### config.mk
export PLATFORM = sky130hd
export DESIGN_NAME = multi_button_conditioner
export DESIGN_NICKNAME = d
export VERILOG_FILES = /design/src/rtl/button_pkg.sv /design/src/rtl/button_channel.sv /design/src/rtl/multi_button_conditioner.sv
export SDC_FILE = /design/constraint.sdc
export NUM_CORES = 1
export LEC_CHECK = 0
export CAP_MARGIN = 20
export CORE_ASPECT_RATIO = 0.5
export CORE_MARGIN = 2
export CORE_UTILIZATION = 37
export DETAILED_ROUTE_END_ITERATION = 16
export GPL_TIMING_DRIVEN = 0
export HOLD_SLACK_MARGIN = 0.05
export PLACE_DENSITY = 0.65
export SYNTH_ARGS = -nofsm -noshare
export SYNTH_HDL_FRONTEND = slang
export SYNTH_HIERARCHICAL = 1
export SYNTH_SLANG_ARGS = --single-unit
### constraint.sdc
create_clock -name Clk -period 5.8 [get_ports Clk]
set_input_delay 1.16 -clock Clk [delete_from_list [all_inputs] [get_ports Clk]]
set_output_delay 1.16 -clock Clk [all_outputs]
set_load 0.02 [all_outputs]
### src/rtl/button_pkg.sv
`default_nettype none
// ============================================================================
// Module   : button_pkg
// Purpose  : Shared state encoding, default parameters and helper for the
//            push-button conditioner.
// Revision : 1.0 - initial release
// ============================================================================
package button_pkg;

    typedef enum logic [1:0] {
        IDLE   = 2'd0,
        HELD   = 2'd1,
        REPEAT = 2'd2
    } btn_state_t;

    localparam int DEF_NUM_BTNS        = 4;
    localparam int DEF_SYNC_STAGES     = 2;
    localparam int DEF_DEBOUNCE_CYCLES = 16;
    localparam int DEF_REPEAT_DELAY    = 64;
    localparam int DEF_REPEAT_PERIOD   = 16;

    function automatic int max_int(input int a, input int b);
        return (a > b) ? a : b;
    endfunction

endpackage
`default_nettype wire

### src/rtl/button_channel.sv
`default_nettype none
// ============================================================================
// Module   : button_channel
// Purpose  : One button: synchroniser, debouncer and press/repeat/release FSM.
// Revision : 1.0 - initial release
// ============================================================================
module button_channel
    import button_pkg::*;
#(
    parameter int SYNC_STAGES     = DEF_SYNC_STAGES,
    parameter int DEBOUNCE_CYCLES = DEF_DEBOUNCE_CYCLES,
    parameter int REPEAT_DELAY    = DEF_REPEAT_DELAY,
    parameter int REPEAT_PERIOD   = DEF_REPEAT_PERIOD
) (
    input  logic Clk,
    input  logic Reset,
    input  logic btn_n,
    input  logic repeat_en,
    output logic pressed,
    output logic press_pulse,
    output logic release_pulse,
    output logic repeat_pulse
);

    localparam int DB_W   = $clog2(DEBOUNCE_CYCLES + 1);
    localparam int HOLD_W = $clog2(max_int(REPEAT_DELAY, REPEAT_PERIOD) + 1);

    localparam logic [DB_W-1:0]   DB_LAST     = DB_W'(DEBOUNCE_CYCLES - 1);
    localparam logic [HOLD_W-1:0] DELAY_LAST  = HOLD_W'(REPEAT_DELAY - 1);
    localparam logic [HOLD_W-1:0] PERIOD_LAST = HOLD_W'(REPEAT_PERIOD - 1);

    logic [SYNC_STAGES-1:0] r_sync;
    logic                   r_stable;
    logic [DB_W-1:0]        r_db_cnt;
    logic [HOLD_W-1:0]      r_hold_cnt;
    btn_state_t             r_state;

    logic w_sync_out;
    logic w_differ;
    logic w_accept;
    logic w_press_acc;
    logic w_rel_acc;

    // Acceptance is decided on the edge the count would reach its terminal
    // value, so the outputs land on the same edge as the new stable level.
    assign w_sync_out  = r_sync[SYNC_STAGES-1];
    assign w_differ    = (w_sync_out != r_stable);
    assign w_accept    = w_differ && (r_db_cnt == DB_LAST);
    assign w_press_acc = w_accept && r_stable;
    assign w_rel_acc   = w_accept && !r_stable;

    always_ff @(posedge Clk) begin
        if (Reset) begin
            r_sync <= '1;
        end else begin
            r_sync <= {r_sync[SYNC_STAGES-2:0], btn_n};
        end
    end

    always_ff @(posedge Clk) begin
        if (Reset) begin
            r_stable <= 1'b1;
            r_db_cnt <= '0;
        end else if (w_accept) begin
            r_stable <= w_sync_out;
            r_db_cnt <= '0;
        end else if (!w_differ) begin
            r_db_cnt <= '0;
        end else begin
            r_db_cnt <= r_db_cnt + DB_W'(1);
        end
    end

    always_ff @(posedge Clk) begin
        if (Reset) begin
            r_state       <= IDLE;
            r_hold_cnt    <= '0;
            pressed       <= 1'b0;
            press_pulse   <= 1'b0;
            release_pulse <= 1'b0;
            repeat_pulse  <= 1'b0;
        end else begin
            press_pulse   <= 1'b0;
            release_pulse <= 1'b0;
            repeat_pulse  <= 1'b0;
            // Release wins over any repeat expiry in the same cycle.
            if (w_rel_acc) begin
                r_state       <= IDLE;
                r_hold_cnt    <= '0;
                pressed       <= 1'b0;
                release_pulse <= 1'b1;
            end else begin
                case (r_state)
                    IDLE: begin
                        if (w_press_acc) begin
                            r_state     <= HELD;
                            r_hold_cnt  <= '0;
                            pressed     <= 1'b1;
                            press_pulse <= 1'b1;
                        end
                    end
                    HELD: begin
                        if (!repeat_en) begin
                            r_hold_cnt <= '0;
                        end else if (r_hold_cnt == DELAY_LAST) begin
                            r_state      <= REPEAT;
                            r_hold_cnt   <= '0;
                            repeat_pulse <= 1'b1;
                        end else begin
                            r_hold_cnt <= r_hold_cnt + HOLD_W'(1);
                        end
                    end
                    REPEAT: begin
                        if (!repeat_en) begin
                            r_state    <= HELD;
                            r_hold_cnt <= '0;
                        end else if (r_hold_cnt == PERIOD_LAST) begin
                            r_hold_cnt   <= '0;
                            repeat_pulse <= 1'b1;
                        end else begin
                            r_hold_cnt <= r_hold_cnt + HOLD_W'(1);
                        end
                    end
                    default: begin
                        r_state    <= IDLE;
                        r_hold_cnt <= '0;
                    end
                endcase
            end
        end
    end

endmodule
`default_nettype wire

### src/rtl/multi_button_conditioner.sv
`default_nettype none
// ============================================================================
// Module   : multi_button_conditioner
// Purpose  : NUM_BTNS independent button channels sliced from shared buses.
// Revision : 1.0 - initial release
// ============================================================================
module multi_button_conditioner
    import button_pkg::*;
#(
    parameter int NUM_BTNS        = DEF_NUM_BTNS,
    parameter int SYNC_STAGES     = DEF_SYNC_STAGES,
    parameter int DEBOUNCE_CYCLES = DEF_DEBOUNCE_CYCLES,
    parameter int REPEAT_DELAY    = DEF_REPEAT_DELAY,
    parameter int REPEAT_PERIOD   = DEF_REPEAT_PERIOD
) (
    input  logic                Clk,
    input  logic                Reset,
    input  logic [NUM_BTNS-1:0] btn_n,
    input  logic [NUM_BTNS-1:0] repeat_en,
    output logic [NUM_BTNS-1:0] pressed,
    output logic [NUM_BTNS-1:0] press_pulse,
    output logic [NUM_BTNS-1:0] release_pulse,
    output logic [NUM_BTNS-1:0] repeat_pulse
);

    for (genvar i = 0; i < NUM_BTNS; i++) begin : g_chan
        button_channel #(
            .SYNC_STAGES     (SYNC_STAGES),
            .DEBOUNCE_CYCLES (DEBOUNCE_CYCLES),
            .REPEAT_DELAY    (REPEAT_DELAY),
            .REPEAT_PERIOD   (REPEAT_PERIOD)
        ) u_chan (
            .Clk           (Clk),
            .Reset         (Reset),
            .btn_n         (btn_n[i]),
            .repeat_en     (repeat_en[i]),
            .pressed       (pressed[i]),
            .press_pulse   (press_pulse[i]),
            .release_pulse (release_pulse[i]),
            .repeat_pulse  (repeat_pulse[i])
        );
    end

endmodule
`default_nettype wire

# Yosys cells after proc, flatten, opt, wreduce, memory -nomap -nowiden

Index checks and enable logic that the tools add are counted.

Flip-flop bits (word level): 84
Output and inout port bits: 16
Input bits: 10
Logic and storage cells: 204

Bitwise gates (word level): 8
Reduce and logical (&&, ||, !) cells: 40
$add $sub $neg: 8
Equal/unequal tests: 40
Mux-type cells: 72

Operators with widths:

| operator                                                              | count |
|---|---|
| 7-bit two-way mux                                                     | 20 |
| 7-bit case mux with 3 select lines                                    | 4 |
| 2-bit two-way mux                                                     | 16 |
| 7-bit by 1-bit adder with 7-bit output, second input constant         | 4 |
| 7-bit by 4-bit equality test with 1-bit output, second input constant | 4 |
| 7-bit by 6-bit equality test with 1-bit output, second input constant | 4 |
| 1-bit two-way mux                                                     | 24 |
| 2-bit case mux with 3 select lines                                    | 4 |
| 3-bit OR reduction                                                    | 8 |
| 5-bit by 1-bit adder with 5-bit output, second input constant         | 4 |
| 5-bit by 4-bit equality test with 1-bit output, second input constant | 4 |
| 2-bit by 1-bit != test with 1-bit output, second input constant       | 8 |
| 2-bit != test, second input constant                                  | 8 |
| 4-bit AND reduction                                                   | 4 |
| 1-bit logical AND                                                     | 12 |
| 2-bit by 1-bit equality test with 1-bit output, second input constant | 4 |
| 2-bit equality test, second input constant                            | 4 |
| 2-bit logical NOT                                                     | 4 |
| 1-bit NOT                                                             | 8 |
| 1-bit case mux with 2 select lines                                    | 4 |
| 2-bit AND reduction                                                   | 4 |
| 2-bit OR reduction                                                    | 4 |
| 1-bit logical NOT                                                     | 4 |
| 1-bit != test                                                         | 4 |

# Depth between registers and ports, before layout

Depth after elaboration: 5
Gate-level depth with buffers: 8
Depth with buffers taken out: 7

# Hierarchy

Netlist, hierarchy kept.

By module, submodules not included:

| module                                | cells an instance | seq. area each (µm²) | instances | area each (µm²) |
|---|---|---|---|---|
| button_channel (g_chan[2].u_chan ...) | 127               | 420.4                | 2         | 1103.6 |
| button_channel (g_chan[0].u_chan)     | 120               | 420.4                | 1         | 1066.0 |
| button_channel (g_chan[1].u_chan)     | 119               | 420.4                | 1         | 1018.5 |

# Least setup slack after synthesis

Ideal clock, no wire load.

Kind: flip-flop to flip-flop
From: register g_chan[0].u_chan.r_db_cnt[0]
To: register g_chan[0].u_chan.r_state[1]
Library setup time: 0.079 ns
Required time: 5.721 ns
Period minus slack after synthesis: 2.016 ns
Path slack: 3.784 ns
Cell stages (with the launch flop): 9
Path buffers: 1
Arrival: 1.937 ns
Path through: dfxtp_1 -> ha_1 -> and3_1 -> ha_1 -> nand3b_4 -> and2_4 -> buf_6 -> or4_4 -> a211oi_2

Cells in the longest elaborated chain, start to end: 5
Elaborated cells between the ends (all ways): 7
Classes of those cells: eq/ne (2); reduce/logical (5)

Ends and longest elaborated chain:

| element                                            | RTL line             | text |
|---|---|---|
| from (decl)                                        | button_channel.sv:34 | `logic [DB_W-1:0] r_db_cnt;` |
| from (signal assigned)                             | button_channel.sv:70 | `r_db_cnt <= r_db_cnt + DB_W'(1);` |
| 5-bit by 4-bit equality test with 1-bit output (*) | button_channel.sv:48 | `assign w_accept = w_differ && (r_db_cnt == DB_LAST);` |
| 1-bit logical AND (*)                              | button_channel.sv:48 |  |
| 1-bit logical AND                                  | button_channel.sv:49 | `assign w_press_acc = w_accept && r_stable;` |
| 2-bit by 1-bit != test with 1-bit output (no line) | --                   |  |
| 4-bit AND reduction (no line)                      | --                   |  |
| to (signal assigned)                               | button_channel.sv:76 | `r_state <= IDLE;` |
| to (signal assigned)                               | button_channel.sv:88 | `r_state <= IDLE;` |
| to (signal assigned)                               | button_channel.sv:96 | `r_state <= HELD;` |
| to (decl)                                          | button_channel.sv:36 | `btn_state_t r_state;` |

Every way passes the cells marked *; elsewhere a longest branch is shown, timed or not.
A chain may end at the register's enable or synchronous reset.

# Worst setup path after layout

From: input port Reset
To: register g_chan[1].u_chan.r_state[0]

Cells in the longest elaborated chain, start to end: 1

Ends and longest elaborated chain:

| element                      | RTL line                       | text |
|---|---|---|
| from (decl)                  | multi_button_conditioner.sv:17 | `input logic Reset,` |
| 2-bit OR reduction (no line) | --                             |  |
| to (signal assigned)         | button_channel.sv:76           |  |
| to (signal assigned)         | button_channel.sv:88           |  |
| to (signal assigned)         | button_channel.sv:96           |  |
| to (decl)                    | button_channel.sv:36           |  |

Every way passes these cells.

==> reports/metrics.csv <==
stage,metric,value,unit
run_status,result of the run,completed,
cts,Resized Gates After CTS,0,
placement,Port Buf Inserts,25,
yosys,Synth Area in XOR/XNOR,0.0245,
yosys,post-synthesis register bit count,84,
power_and_ir_drop,Power Dens Cells,239,mW/mm2
setup_path,critical path data arrival time,2.82,ns
yosys,Post-Syn Instances,493,
global_routing,first-pass GRT wire length,14100,um
yosys,mux contribution to synthesized area,0.00700,
timing,fin crit share,0.448,
global_routing,pin count of the biggest net entering global routing,19,
floorplan,CORE AREA,0.0111,mm2
setup_path,worst setup path startpoint,Reset,
power_and_ir_drop,"Power, Total",1.20,mW
cts,CTS buffer count,9,
timing,final setup violation count,0,
cts,clock sinks,84,
yosys,largest family of logic cells by synthesized area,simple AND/OR/NAND/NOR gates,
floorplan,Row Count,27,
power_and_ir_drop,clock share of power,0.471,
detailed_routing,DR WL/cell,11.9,um
yosys,Post-synth EDFFs,0,
setup_path,Crit-path slowest cell,clkdlybuf4s50_1,
detailed_routing,drt initial violations,194,
timing,Max Slew Vio Count,0,
cts,CTS tree,yes,
yosys,Post-synth ARST share,0,
power_and_ir_drop,Logic pwr share,0.042,
power_and_ir_drop,switching share of power,0.210,
power_and_ir_drop,maximum VDD drop,0.135,mV
detailed_routing,Vias,3514,
detailed_routing,Initial DRT Pass Iterations,4,
yosys,Syn. warnings,6,
layout,share of cells above drive strength 1,0.101,
timing,Final TNS setup,0,ns
yosys,Syn Nets,531,
cts,clock tree buffer depth,2,
flow_run,max_cap viols,0,
power_and_ir_drop,P_int,949,uW
setup_path,worst reg2reg path startpoint,g_chan[0].u_chan/r_db_cnt[0],
floorplan,die extent in x,156,um
timing,crit path time final,2.60,ns
detailed_routing,Routed WL,8090,um
power_and_ir_drop,register share of total power,0.487,
cts,CTS Hold Bufs,0,
layout,nets,567,
cts,"CTS clk-pin slew, worst paths",0.06,ns
setup_path,Worst setup SP type,primary input,
power_and_ir_drop,Leak,1.71,nW
yosys,"Seq/Total Area, Yosys",0.392,
setup_path,crit end category,flop,
setup_path,CP required,6.02,ns
yosys,syn_area_per_cell,8.71,um2
setup_path,highest net fanout along the worst path,18,
yosys,adder-cell share of the synthesized area,0.0816,
yosys,Yosys cell types,57,
placement,Final HPWL DP,5640,um
global_routing,All-Layer GR Usage,0.137,
power_and_ir_drop,NetSw,252,uW
global_routing,initial antenna violation count,0,
floorplan,Initial Util,0.385,
layout,area grow syn2layout,17.0,%
yosys,ys flop type,dfxtp_1,
layout,Inserted Diodes,0,
detailed_routing,DRC,0,
timing,RSZ-0062 raised after global routing,false,
cts,H-tree lvl count,3,
floorplan,total die area,0.0125,mm2
global_routing,vias in the first global route,3145,
yosys,Simple-Gate Fraction of Synth Area,0.287,
setup_path,Max stage delay on crit path,0.70,ns
floorplan,Die H,80.2,um
timing,Final Hold Vio Count,0,
placement,Routability Congestion,0.836,
floorplan,# IOs,26,
cts,Worst-Skew Late Latency,0.33,ns
worst_hold_path,min-delay worst type,reg2reg,
setup_path,worst path cell trace,clkdlybuf4s50_1 > or2_1 > buf_2 > a311o_1 > o41ai_1,
timing,Rel. slew slack,0.612,
cts,"Setup Fix Bufs, Post-CTS",0,
setup_path,critical setup path kind,in2reg,
global_routing,GR Overflow Total,0,
detailed_routing,via/cell ratio,5.18,
timing,fmax,385,MHz
yosys,Compound-Gate Fraction of Synth Area,0.166,
timing,Slew @ Worst Pin,0.579,ns
yosys,Synth Cell Area,0.00429,mm2
timing,Clock Skew,0.00539,ns
detailed_routing,Detail Route Antenna Nets,0,
cts,CTS root buf,clkbuf_16,
worst_hold_path,min-delay src,g_chan[3].u_chan/r_sync[0],
## power by group through the flow
stage	Clock (mW)	Combinational [mW]	Sequential, mW
2_1_floorplan	0	0.0328	0.597
3_3_place_gp	0	0.0496	0.597
3_5_place_dp	0	0.0500	0.597
4_1_cts	0.587	0.0504	0.584
5_1_grt	0.610	0.0556	0.585
6_report	0.566	0.0502	0.585
## routing by layer
metal | track usage | share of wire
met1 | 0.175 | 0.51
met2 | 0.224 | 0.45
met3 | 0.0410 | 0.036
met4 | 0.0440 | 0.0043
met5 | 0 | 0
## final timing paths
path	endpoint	slack [ns]	cells after the start
hold reg to reg	g_chan[3].u_chan/r_sync[1]	0.41	1
setup reg to reg	g_chan[0].u_chan/r_state[1]	3.66	8
setup / recovery	g_chan[1].u_chan/r_state[0]	3.20	5
hold / removal	g_chan[3].u_chan/r_sync[1]	0.41	1
## final cells by class
cell class / count / area [um2]
Fill cell: 1091 / 6130
Multi-Input combinational cell: 371 / 2430
Sequential cell: 84 / 1680
Clock buffer: 13 / 250
Timing Repair Buffer: 25 / 250
Tap cell: 145 / 181
Inverter: 25 / 93.8
Buffer: 13 / 83.8
Clock inverter: 3 / 46.3
## critical path: cells and delay by family
kind                   cells  cell delay [ns]
AND/OR/NAND/NOR            1             0.37
buffers and inverters      2             0.89
AO/OA/AOI/OAI              2             0.39
## layout by cell type (no fill, tap or decap), types with 6 or more instances in the layout
cell type,synthesis,final
inv_1,25,25
ha_1,28,28
a21oi_1,38,38
xnor2_1,8,8
clkbuf_16,0,9
nand4b_1,6,6
clkbuf_1,4,7
or2_2,8,8
clkdlybuf4s50_1,0,25
nor3_1,15,15
nand2_1,43,43
a31oi_1,10,10
nand3_1,22,22
nand3b_1,7,7
dfxtp_1,84,84
or3_1,6,6
nand4_1,19,19
nor2_1,59,59
nor2b_1,7,7
## flip-flops by register name, summed over array words and instances, names as in the netlist
name                         count
g_chan.u_chan/r_sync             8
g_chan.u_chan/r_db_cnt          20
g_chan.u_chan/repeat_pulse       4
g_chan.u_chan/r_stable           4
g_chan.u_chan/r_state            8
g_chan.u_chan/press_pulse        4
g_chan.u_chan/release_pulse      4
g_chan.u_chan/pressed            4
g_chan.u_chan/r_hold_cnt        28
## cells in the mapped netlist, types with 3 or more instances
cell / number / share of area
a211o_1: 5 / 0.010
a211oi_1: 5 / 0.0087
a211oi_2: 4 / 0.012
a21oi_1: 38 / 0.044
a21oi_4: 4 / 0.015
a31o_2: 3 / 0.0061
a31oi_1: 10 / 0.015
and2_1: 3 / 0.0044
and3_1: 4 / 0.0058
and3b_1: 4 / 0.0082
buf_2: 4 / 0.0047
buf_6: 3 / 0.0079
clkbuf_1: 4 / 0.0035
dfxtp_1: 84 / 0.39
ha_1: 28 / 0.082
inv_1: 25 / 0.022
mux2i_1: 3 / 0.0070
nand2_1: 43 / 0.038
nand2b_1: 3 / 0.0044
nand3_1: 22 / 0.026
nand3b_1: 7 / 0.012
nand4_1: 19 / 0.028
nand4b_1: 6 / 0.012
nor2_1: 59 / 0.052
nor2b_1: 7 / 0.010
nor3_1: 15 / 0.017
nor3b_1: 5 / 0.0087
nor4_1: 4 / 0.0058
o2111ai_1: 3 / 0.0061
o211ai_1: 4 / 0.0070
o21a_1: 3 / 0.0052
o21ai_0: 5 / 0.0058
o21ai_1: 3 / 0.0035
o22ai_1: 4 / 0.0058
or2_2: 8 / 0.012
or3_1: 6 / 0.0087
xnor2_1: 8 / 0.016
xor2_1: 4 / 0.0082
## logic make-up (layout without fill, tap and decap cells)
group	count (synthesis)	count (layout)
simple gates	228	228
compound gates	100	100
flops	84	84
buf+inv	38	79
fa+ha+maj	28	28
xor+xnor	12	12
mux	3	3
## per-stage QoR
step / setup slack (ns) / utilization / hold WS, ns / cell area [um2] / cells
3_5_place_dp: 2.84 / 0.424 / 0.398 / 4720 / 663
5_1_grt: 3.07 / 0.450 / 0.420 / 5020 / 679
2_1_floorplan: 3.78 / - / 0.389 / 4290 / 493
3_3_place_gp: 2.85 / 0.424 / 0.392 / 4720 / 663
6_report: 3.20 / 0.450 / 0.410 / 5020 / 679
4_1_cts: 3.20 / 0.450 / 0.414 / 5020 / 679
Power figures use the tool's default switching activity.
